[config.mk]
export PLATFORM = sky130hd
export DESIGN_NAME = bf16_accum_flat
export DESIGN_NICKNAME = d
export VERILOG_FILES = /design/src/rtl/bf16_accum_if.sv /design/src/rtl/bf16_accum.sv /design/src/flat_wrapper.sv
export SDC_FILE = /design/constraint.sdc
export NUM_CORES = 1
export LEC_CHECK = 0
export BUFFER_PORTS_ARGS = -buffer_cell sky130_fd_sc_hd__buf_2
export CAP_MARGIN = 25
export CELL_PAD_IN_SITES_DETAIL_PLACEMENT = 0
export CELL_PAD_IN_SITES_GLOBAL_PLACEMENT = 1
export CORE_ASPECT_RATIO = 0.6
export CORE_UTILIZATION = 40
export CTS_CLUSTER_SIZE = 30
export DETAILED_ROUTE_END_ITERATION = 8
export PLACE_DENSITY = 0.79
export SLEW_MARGIN = 30
export SYNTH_ARGS = -nofsm -noshare
export SYNTH_HDL_FRONTEND = slang
export SYNTH_SLANG_ARGS = --single-unit
[constraint.sdc]
create_clock -name clk_i -period 5.5 [get_ports clk_i]
set_input_delay 0.55 -clock clk_i [delete_from_list [all_inputs] [get_ports clk_i]]
set_output_delay 0.55 -clock clk_i [all_outputs]
set_load 0.005 [all_outputs]
[src/rtl/bf16_accum_if.sv]
// rtl/bf16_accum_if.sv - product-beat input and result output bundle for bf16_accum
interface bf16_accum_if;
  logic        in_valid_i;
  logic        in_ready_o;
  logic [15:0] in_data_i;
  logic        in_last_i;
  logic        out_valid_o;
  logic        out_ready_i;
  logic [15:0] out_data_o;
  logic        out_nan_o;
  logic        out_inf_o;
  logic        busy_o;

  modport slave (
    input  in_valid_i, in_data_i, in_last_i, out_ready_i,
    output in_ready_o, out_valid_o, out_data_o, out_nan_o, out_inf_o, busy_o
  );

  modport master (
    output in_valid_i, in_data_i, in_last_i, out_ready_i,
    input  in_ready_o, out_valid_o, out_data_o, out_nan_o, out_inf_o, busy_o
  );
endinterface

[src/rtl/bf16_accum.sv]
// rtl/bf16_accum.sv - bfloat16 dot-product accumulator, one beat per 3 cycles, RNE, flush-to-zero
module bf16_accum (
  input logic         clk_i,
  input logic         rst_i,
  bf16_accum_if.slave bus
);

  typedef enum logic [1:0] {IDLE, ALIGN, NORM, OUT} state_t;
  state_t state, state_nx;

  logic [15:0] acc;
  logic        nan_sticky;
  logic [15:0] beat;
  logic        last_q;

  logic        al_pass, al_pass_nan, al_sign, al_sub;
  logic [15:0] al_pass_val;
  logic [7:0]  al_exp;
  logic [10:0] al_big, al_small;

  // Operand decode and alignment: the larger magnitude is always the minuend.
  logic [7:0]  a_exp, b_exp, a_sig, b_sig, big_exp, small_exp, small_sig, exp_diff;
  logic [14:0] a_mag, b_mag;
  logic        b_big, a_inf, b_inf, b_nan;
  logic [10:0] big_aln, small_ext, small_shr, small_lost, small_aln;

  assign a_exp     = acc[14:7];
  assign b_exp     = beat[14:7];
  assign a_sig     = (a_exp == 8'd0) ? 8'd0 : {1'b1, acc[6:0]};
  assign b_sig     = (b_exp == 8'd0) ? 8'd0 : {1'b1, beat[6:0]};
  assign a_mag     = (a_exp == 8'd0) ? 15'd0 : acc[14:0];
  assign b_mag     = (b_exp == 8'd0) ? 15'd0 : beat[14:0];
  assign a_inf     = (a_exp == 8'hFF);
  assign b_inf     = (b_exp == 8'hFF) && (beat[6:0] == 7'd0);
  assign b_nan     = (b_exp == 8'hFF) && (beat[6:0] != 7'd0);
  assign b_big     = (b_mag > a_mag);
  assign big_exp   = b_big ? b_exp : a_exp;
  assign small_exp = b_big ? a_exp : b_exp;
  assign small_sig = b_big ? a_sig : b_sig;
  assign exp_diff  = big_exp - small_exp;
  assign big_aln   = {(b_big ? b_sig : a_sig), 3'b000};
  assign small_ext = {small_sig, 3'b000};
  assign small_shr = small_ext >> exp_diff[3:0];
  assign small_lost = small_ext & ~(11'h7FF << exp_diff[3:0]);
  assign small_aln = (exp_diff >= 8'd11) ? {10'd0, |small_sig}
                                         : (small_shr | {10'd0, |small_lost});

  logic        pass_take, pass_nan;
  logic [15:0] pass_val;

  always_comb begin
    pass_take = 1'b0;
    pass_nan  = 1'b0;
    pass_val  = acc;
    if (nan_sticky) begin
      pass_take = 1'b1;
    end else if (b_nan || (a_inf && b_inf && (acc[15] != beat[15]))) begin
      pass_take = 1'b1;
      pass_nan  = 1'b1;
      pass_val  = 16'h7FC0;
    end else if (a_inf) begin
      pass_take = 1'b1;
    end else if (b_inf) begin
      pass_take = 1'b1;
      pass_val  = beat;
    end
  end

  logic [11:0]       sum;
  logic [3:0]        lz;
  logic [10:0]       nrm;
  logic signed [9:0] nrm_exp, rnd_exp;
  logic [8:0]        rnd_sig;
  logic              rnd_up;
  logic [15:0]       norm_res;

  always_comb begin
    sum = al_sub ? ({1'b0, al_big} - {1'b0, al_small}) : ({1'b0, al_big} + {1'b0, al_small});
    lz  = 4'd0;
    for (int i = 0; i <= 10; i++) begin
      if (sum[i]) lz = 4'(10 - i);
    end
    if (sum[11]) begin
      nrm     = {sum[11:2], sum[1] | sum[0]};
      nrm_exp = $signed({2'b00, al_exp}) + 10'sd1;
    end else begin
      nrm     = sum[10:0] << lz;
      nrm_exp = $signed({2'b00, al_exp}) - $signed({6'd0, lz});
    end
    // Round to nearest even on guard with round|sticky as the tie breaker.
    rnd_up  = nrm[2] & (nrm[1] | nrm[0] | nrm[3]);
    rnd_sig = {1'b0, nrm[10:3]} + {8'd0, rnd_up};
    rnd_exp = rnd_sig[8] ? (nrm_exp + 10'sd1) : nrm_exp;
    if ((sum == 12'd0) || (rnd_exp <= 10'sd0)) begin
      norm_res = 16'h0000;
    end else if (rnd_exp > 10'sd254) begin
      norm_res = {al_sign, 15'h7F80};
    end else begin
      norm_res = {al_sign, rnd_exp[7:0], rnd_sig[6:0]};
    end
  end

  always_ff @(posedge clk_i) begin
    if (rst_i) state <= IDLE;
    else       state <= state_nx;
  end

  always_comb begin
    state_nx        = state;
    bus.in_ready_o  = 1'b0;
    bus.out_valid_o = 1'b0;
    bus.busy_o      = 1'b1;
    case (state)
      IDLE: begin
        bus.in_ready_o = 1'b1;
        bus.busy_o     = 1'b0;
        if (bus.in_valid_i) state_nx = ALIGN;
      end
      ALIGN: state_nx = NORM;
      NORM:  state_nx = last_q ? OUT : IDLE;
      OUT: begin
        bus.out_valid_o = 1'b1;
        if (bus.out_ready_i) state_nx = IDLE;
      end
      default: state_nx = IDLE;
    endcase
  end

  always_ff @(posedge clk_i) begin
    if (rst_i) begin
      acc         <= 16'h0000;
      nan_sticky  <= 1'b0;
      beat        <= 16'h0000;
      last_q      <= 1'b0;
      al_pass     <= 1'b0;
      al_pass_nan <= 1'b0;
      al_pass_val <= 16'h0000;
      al_sign     <= 1'b0;
      al_sub      <= 1'b0;
      al_exp      <= 8'd0;
      al_big      <= 11'd0;
      al_small    <= 11'd0;
    end else begin
      case (state)
        IDLE: begin
          if (bus.in_valid_i) begin
            beat   <= bus.in_data_i;
            last_q <= bus.in_last_i;
          end
        end
        ALIGN: begin
          al_pass     <= pass_take;
          al_pass_nan <= pass_nan;
          al_pass_val <= pass_val;
          al_sign     <= b_big ? beat[15] : acc[15];
          al_sub      <= acc[15] ^ beat[15];
          al_exp      <= big_exp;
          al_big      <= big_aln;
          al_small    <= small_aln;
        end
        NORM: begin
          if (al_pass) begin
            acc <= al_pass_val;
            if (al_pass_nan) nan_sticky <= 1'b1;
          end else begin
            acc <= norm_res;
          end
        end
        OUT: begin
          if (bus.out_ready_i) begin
            acc        <= 16'h0000;
            nan_sticky <= 1'b0;
          end
        end
        default: ;
      endcase
    end
  end

  assign bus.out_data_o = acc;
  assign bus.out_nan_o  = nan_sticky;
  assign bus.out_inf_o  = (acc[14:0] == 15'h7F80);

endmodule

[src/flat_wrapper.sv]
// flat-port wrapper written by rule: the top's interface ports become plain ports
module bf16_accum_flat 
  (clk_i, rst_i, bus_in_valid_i, bus_in_data_i, bus_in_last_i, bus_out_ready_i, bus_in_ready_o, bus_out_valid_o, bus_out_data_o, bus_out_nan_o, bus_out_inf_o, bus_busy_o);
  bf16_accum_if bus_i ();
  input logic clk_i;
  input logic rst_i;
  input wire logic [$bits(bus_i.in_valid_i)-1:0] bus_in_valid_i;
  input wire logic [$bits(bus_i.in_data_i)-1:0] bus_in_data_i;
  input wire logic [$bits(bus_i.in_last_i)-1:0] bus_in_last_i;
  input wire logic [$bits(bus_i.out_ready_i)-1:0] bus_out_ready_i;
  output wire logic [$bits(bus_i.in_ready_o)-1:0] bus_in_ready_o;
  output wire logic [$bits(bus_i.out_valid_o)-1:0] bus_out_valid_o;
  output wire logic [$bits(bus_i.out_data_o)-1:0] bus_out_data_o;
  output wire logic [$bits(bus_i.out_nan_o)-1:0] bus_out_nan_o;
  output wire logic [$bits(bus_i.out_inf_o)-1:0] bus_out_inf_o;
  output wire logic [$bits(bus_i.busy_o)-1:0] bus_busy_o;
  assign bus_i.in_valid_i = bus_in_valid_i;
  assign bus_i.in_data_i = bus_in_data_i;
  assign bus_i.in_last_i = bus_in_last_i;
  assign bus_i.out_ready_i = bus_out_ready_i;
  assign bus_in_ready_o = bus_i.in_ready_o;
  assign bus_out_valid_o = bus_i.out_valid_o;
  assign bus_out_data_o = bus_i.out_data_o;
  assign bus_out_nan_o = bus_i.out_nan_o;
  assign bus_out_inf_o = bus_i.out_inf_o;
  assign bus_busy_o = bus_i.busy_o;
  bf16_accum u_core (.clk_i(clk_i), .rst_i(rst_i), .bus(bus_i));
endmodule
==> flow_metrics.tcl <==
set metrics [dict create \
    status "complete, but fails checks" \
    failed_checks "negative setup slack" \
    p_int_mw 1.89 \
    die_h_um 108 \
    async_flop_share_pct 0 \
    num_vias 8627 \
    grt_pass1_vias 7616 \
    wirelength_mm 27.7 \
    clkSlewWorstSetupHoldPaths_ns 0.07 \
    place_hpwl_mm 20.7 \
    skew_ns 0.0118 \
    finalPower_mw 3.35 \
    critPathMaxStageDelay_ns 0.37 \
    ys_ff_latch 83 \
    grt_pass1_wl_mm 42.5 \
    cts_root_buf "clkbuf_16" \
    hp-class "primary input to flip-flop" \
    place.gp.congestion 0.992 \
    p_seq_share_pct 19.9 \
    cap_violations 0 \
    tns_ns -0.877 \
    grt-ovfl-total 0 \
    synth_ff_type "dfxtp_1" \
    ir_worst_vdd_mv 0.225 \
    rsz0062_at_grt "yes" \
    required_ns 5.79 \
    yosys.cell_count.top_type "nand2_1" \
    drc 0 \
    power_frac_comb_pct 60.4 \
    finalNetCount 1258 \
    synthCells 1039 \
    start_kind "flip-flop" \
    cp_data_arrival_time_ns 5.90 \
    fin_crit_sh_pct 102 \
    timing_worst_setup_path_type "flip-flop to flip-flop" \
    slew_headroom_pct 37.5 \
    finalMaxSlewViolations 0 \
    slowest_stage "dfxtp_4" \
    yosysWarnings 0 \
    clock_path_buffers 2 \
    yosysSeqAreaShare_pct 22.2 \
    switchingPower_mw 1.46 \
    yosysTopAreaCellShare_pct 22.2 \
    synth_area_um2 7470 \
    first_pass_iters 6 \
    cp_top_family "compound AO/OA/AOI/OAI gates" \
    ys_types 89 \
    cp-end-kind "flip-flop" \
    worst_slack_ns -0.113 \
    core-area_um2 18200 \
    cts-buffers-inserted 9 \
    drive_above_1_share_pct 29.6 \
    worst-path-buf-inv 3 \
    synth_area_leaders "dfxtp_1 (22%), nand2_1 (6.9%), ha_1 (6.9%)" \
    grtUsageTotal_pct 28.7 \
    drtAntennaViolNets 0 \
    hold_viol 0 \
    switching_share_pct 43.5 \
    clock-sinks 83 \
    drt_iter0_markers 1004 \
    dpl_worst_slack_ns -0.319 \
    die_w_um 178 \
    synth_fp_nets 1103 \
    synth_commonest_cells "nand2_1 (138), nor2_1 (101), a21oi_1 (93)" \
    cts_max_level 3 \
    io_pins 42 \
    cts_tree "built" \
    finalSetupViolations 16 \
    antenna_found_initial 0 \
    syn_avg_cell_area_um2 7.19 \
    grt_max_degree 64 \
    synth_top_area_cell "dfxtp_1" \
    max_freq_ghz 0.178 \
    wl_per_cell_um 19.3 \
    area_delta_synth_final_pct 32.6 \
    fin_util_pct 54.5 \
    num-fill-cells 1708 \
    hold_buffers 0 \
    dieArea_um2 19200 \
    clock_latency_ns 0.36 \
    rows 38 \
    io_buffers 41 \
    drt-vias-per-instance 6.00 \
    finalCriticalPeriod_ns 5.61 \
    worstMarginPinSlew_ns 0.929 \
    power_frac_clock_pct 19.7 \
    leakagePower_nw 3.97 \
    antenna_cells 0 \
    worstPathMaxFanout 7 \
    initial_core_util_pct 41.1 \
    powerDensity_nw_per_um2 338 \
    synth_edf_count 0 \
]
through the flow:
| stage | instances | area, um2 | hold slack [ns] |
|---|---|---|---|
| after floorplan | 1039 | 7500 | 0.436 |
| after global placement | 1397 | 8850 | 0.446 |
| after detailed placement | 1397 | 8850 | 0.448 |
| after CTS | 1425 | 9460 | 0.416 |
| after global routing | 1439 | 9900 | 0.434 |
| final | 1439 | 9900 | 0.420 |
cells by family (layout without fill, tap and decap cells):
logic type / after synthesis / after routing / share of synthesized area [%]
AOI/OAI and AO/OA: 313 / 314 / 28.4
xor gates and xnor gates: 42 / 42 / 5.03
adders and majority gates: 43 / 43 / 7.40
buffers and inverters: 118 / 277 / 6.38
DFF: 83 / 83 / 22.2
muxes: 24 / 24 / 3.45
and+or+nand+nor: 416 / 416 / 27.1
per-layer routing:
metal / GRT usage [%] / vias to the layer above / part of all wire, %
li1: - / 4111 / -
met1: 46.2 / 4085 / 51
met2: 36.1 / 407 / 38
met3: 7.91 / 24 / 11
met4: 4.96 / 0 / 0.80
met5: 0 / - / 0
final cells by class:
cell class / count / area, um2 / share of cell area, %
Inverter: 40 / 156 / 1.58
Sequential cell: 83 / 1680 / 17.0
Tap cell: 240 / 300 / 3.03
Clock inverter: 7 / 93.8 / 0.947
Timing Repair Buffer: 221 / 1590 / 16.1
Clock buffer: 9 / 225 / 2.27
Multi-Input combinational cell: 839 / 5850 / 59.1
flip-flops by register name, indices dropped and copies added (netlist names):
| name | cells |
|---|---|
| u_core.al_pass_nan | 1 |
| u_core.al_sign | 1 |
| u_core.al_big | 8 |
| u_core.bus.out_nan_o | 1 |
| u_core.al_sub | 1 |
| u_core.state | 2 |
| u_core.al_pass_val | 16 |
| u_core.beat | 16 |
| u_core.al_small | 11 |
| u_core.al_exp | 8 |
| u_core.last_q | 1 |
| u_core.bus.out_data_o | 16 |
| u_core.al_pass | 1 |
final timing paths:
| check | start | end | slack (ns) | depth (start not counted) |
|---|---|---|---|---|
| worst min register to register | u_core.last_q | u_core.last_q | 0.46 | 2 |
| worst max register to register | u_core.al_small[3] | u_core.bus.out_data_o[0] | -0.11 | 26 |
| worst max-delay path | u_core.al_small[3] | u_core.bus.out_data_o[0] | -0.11 | 26 |
| worst min-delay path | bus_in_data_i[14] | u_core.beat[14] | 0.42 | 3 |
cells in the final DEF (no fill, tap or decap), types with 7 or more instances in the layout:
master / synthesis / final
buf_4: 3 / 172
nand2_1: 138 / 135
nor2_1: 101 / 95
a21oi_1: 93 / 86
dfxtp_1: 83 / 74
o21ai_0: 53 / 46
buf_2: 6 / 41
inv_1: 38 / 35
ha_1: 41 / 32
nor3_1: 34 / 29
nand3_1: 27 / 26
xnor2_1: 27 / 24
nand4_1: 23 / 23
mux2i_1: 19 / 17
a22oi_1: 17 / 16
o31ai_1: 18 / 15
a211oi_1: 20 / 15
and2_1: 15 / 13
xor2_1: 14 / 12
nor4_1: 11 / 10
nor2b_1: 11 / 10
o211ai_1: 10 / 10
clkbuf_16: 0 / 10
o21a_1: 9 / 9
a21o_1: 9 / 9
nand2b_1: 9 / 8
a311oi_1: 9 / 8
ha_4: 0 / 8
a31oi_1: 8 / 7
tightest hold or removal path: cells and delay by family:
family                 cells  cell delay (ns)
AOI/OAI and AO/OA          1             0.05
buffers and inverters      1             0.09
and+or+nand+nor            1             0.04
power groups by stage:
stage          Sequential (mW)  Clock (mW)  Combinational (mW)
2_1_floorplan            0.667           0                1.03
3_3_place_gp             0.678           0                1.68
3_5_place_dp             0.678           0                1.66
4_1_cts                  0.666       0.665                1.76
5_1_grt                  0.672       0.694                2.16
6_report                 0.668       0.659                2.02
what timing repair did:
item / 4_1_cts / 5_1_grt
resized for setup: 41 / 79
pin swaps: 29 / 45
endpoints found under the setup margin: 15 / 27
buffers inserted: 11 / 14
gates cloned: 1 / 0
No activity file was read; power rests on OpenSTA's default activity.
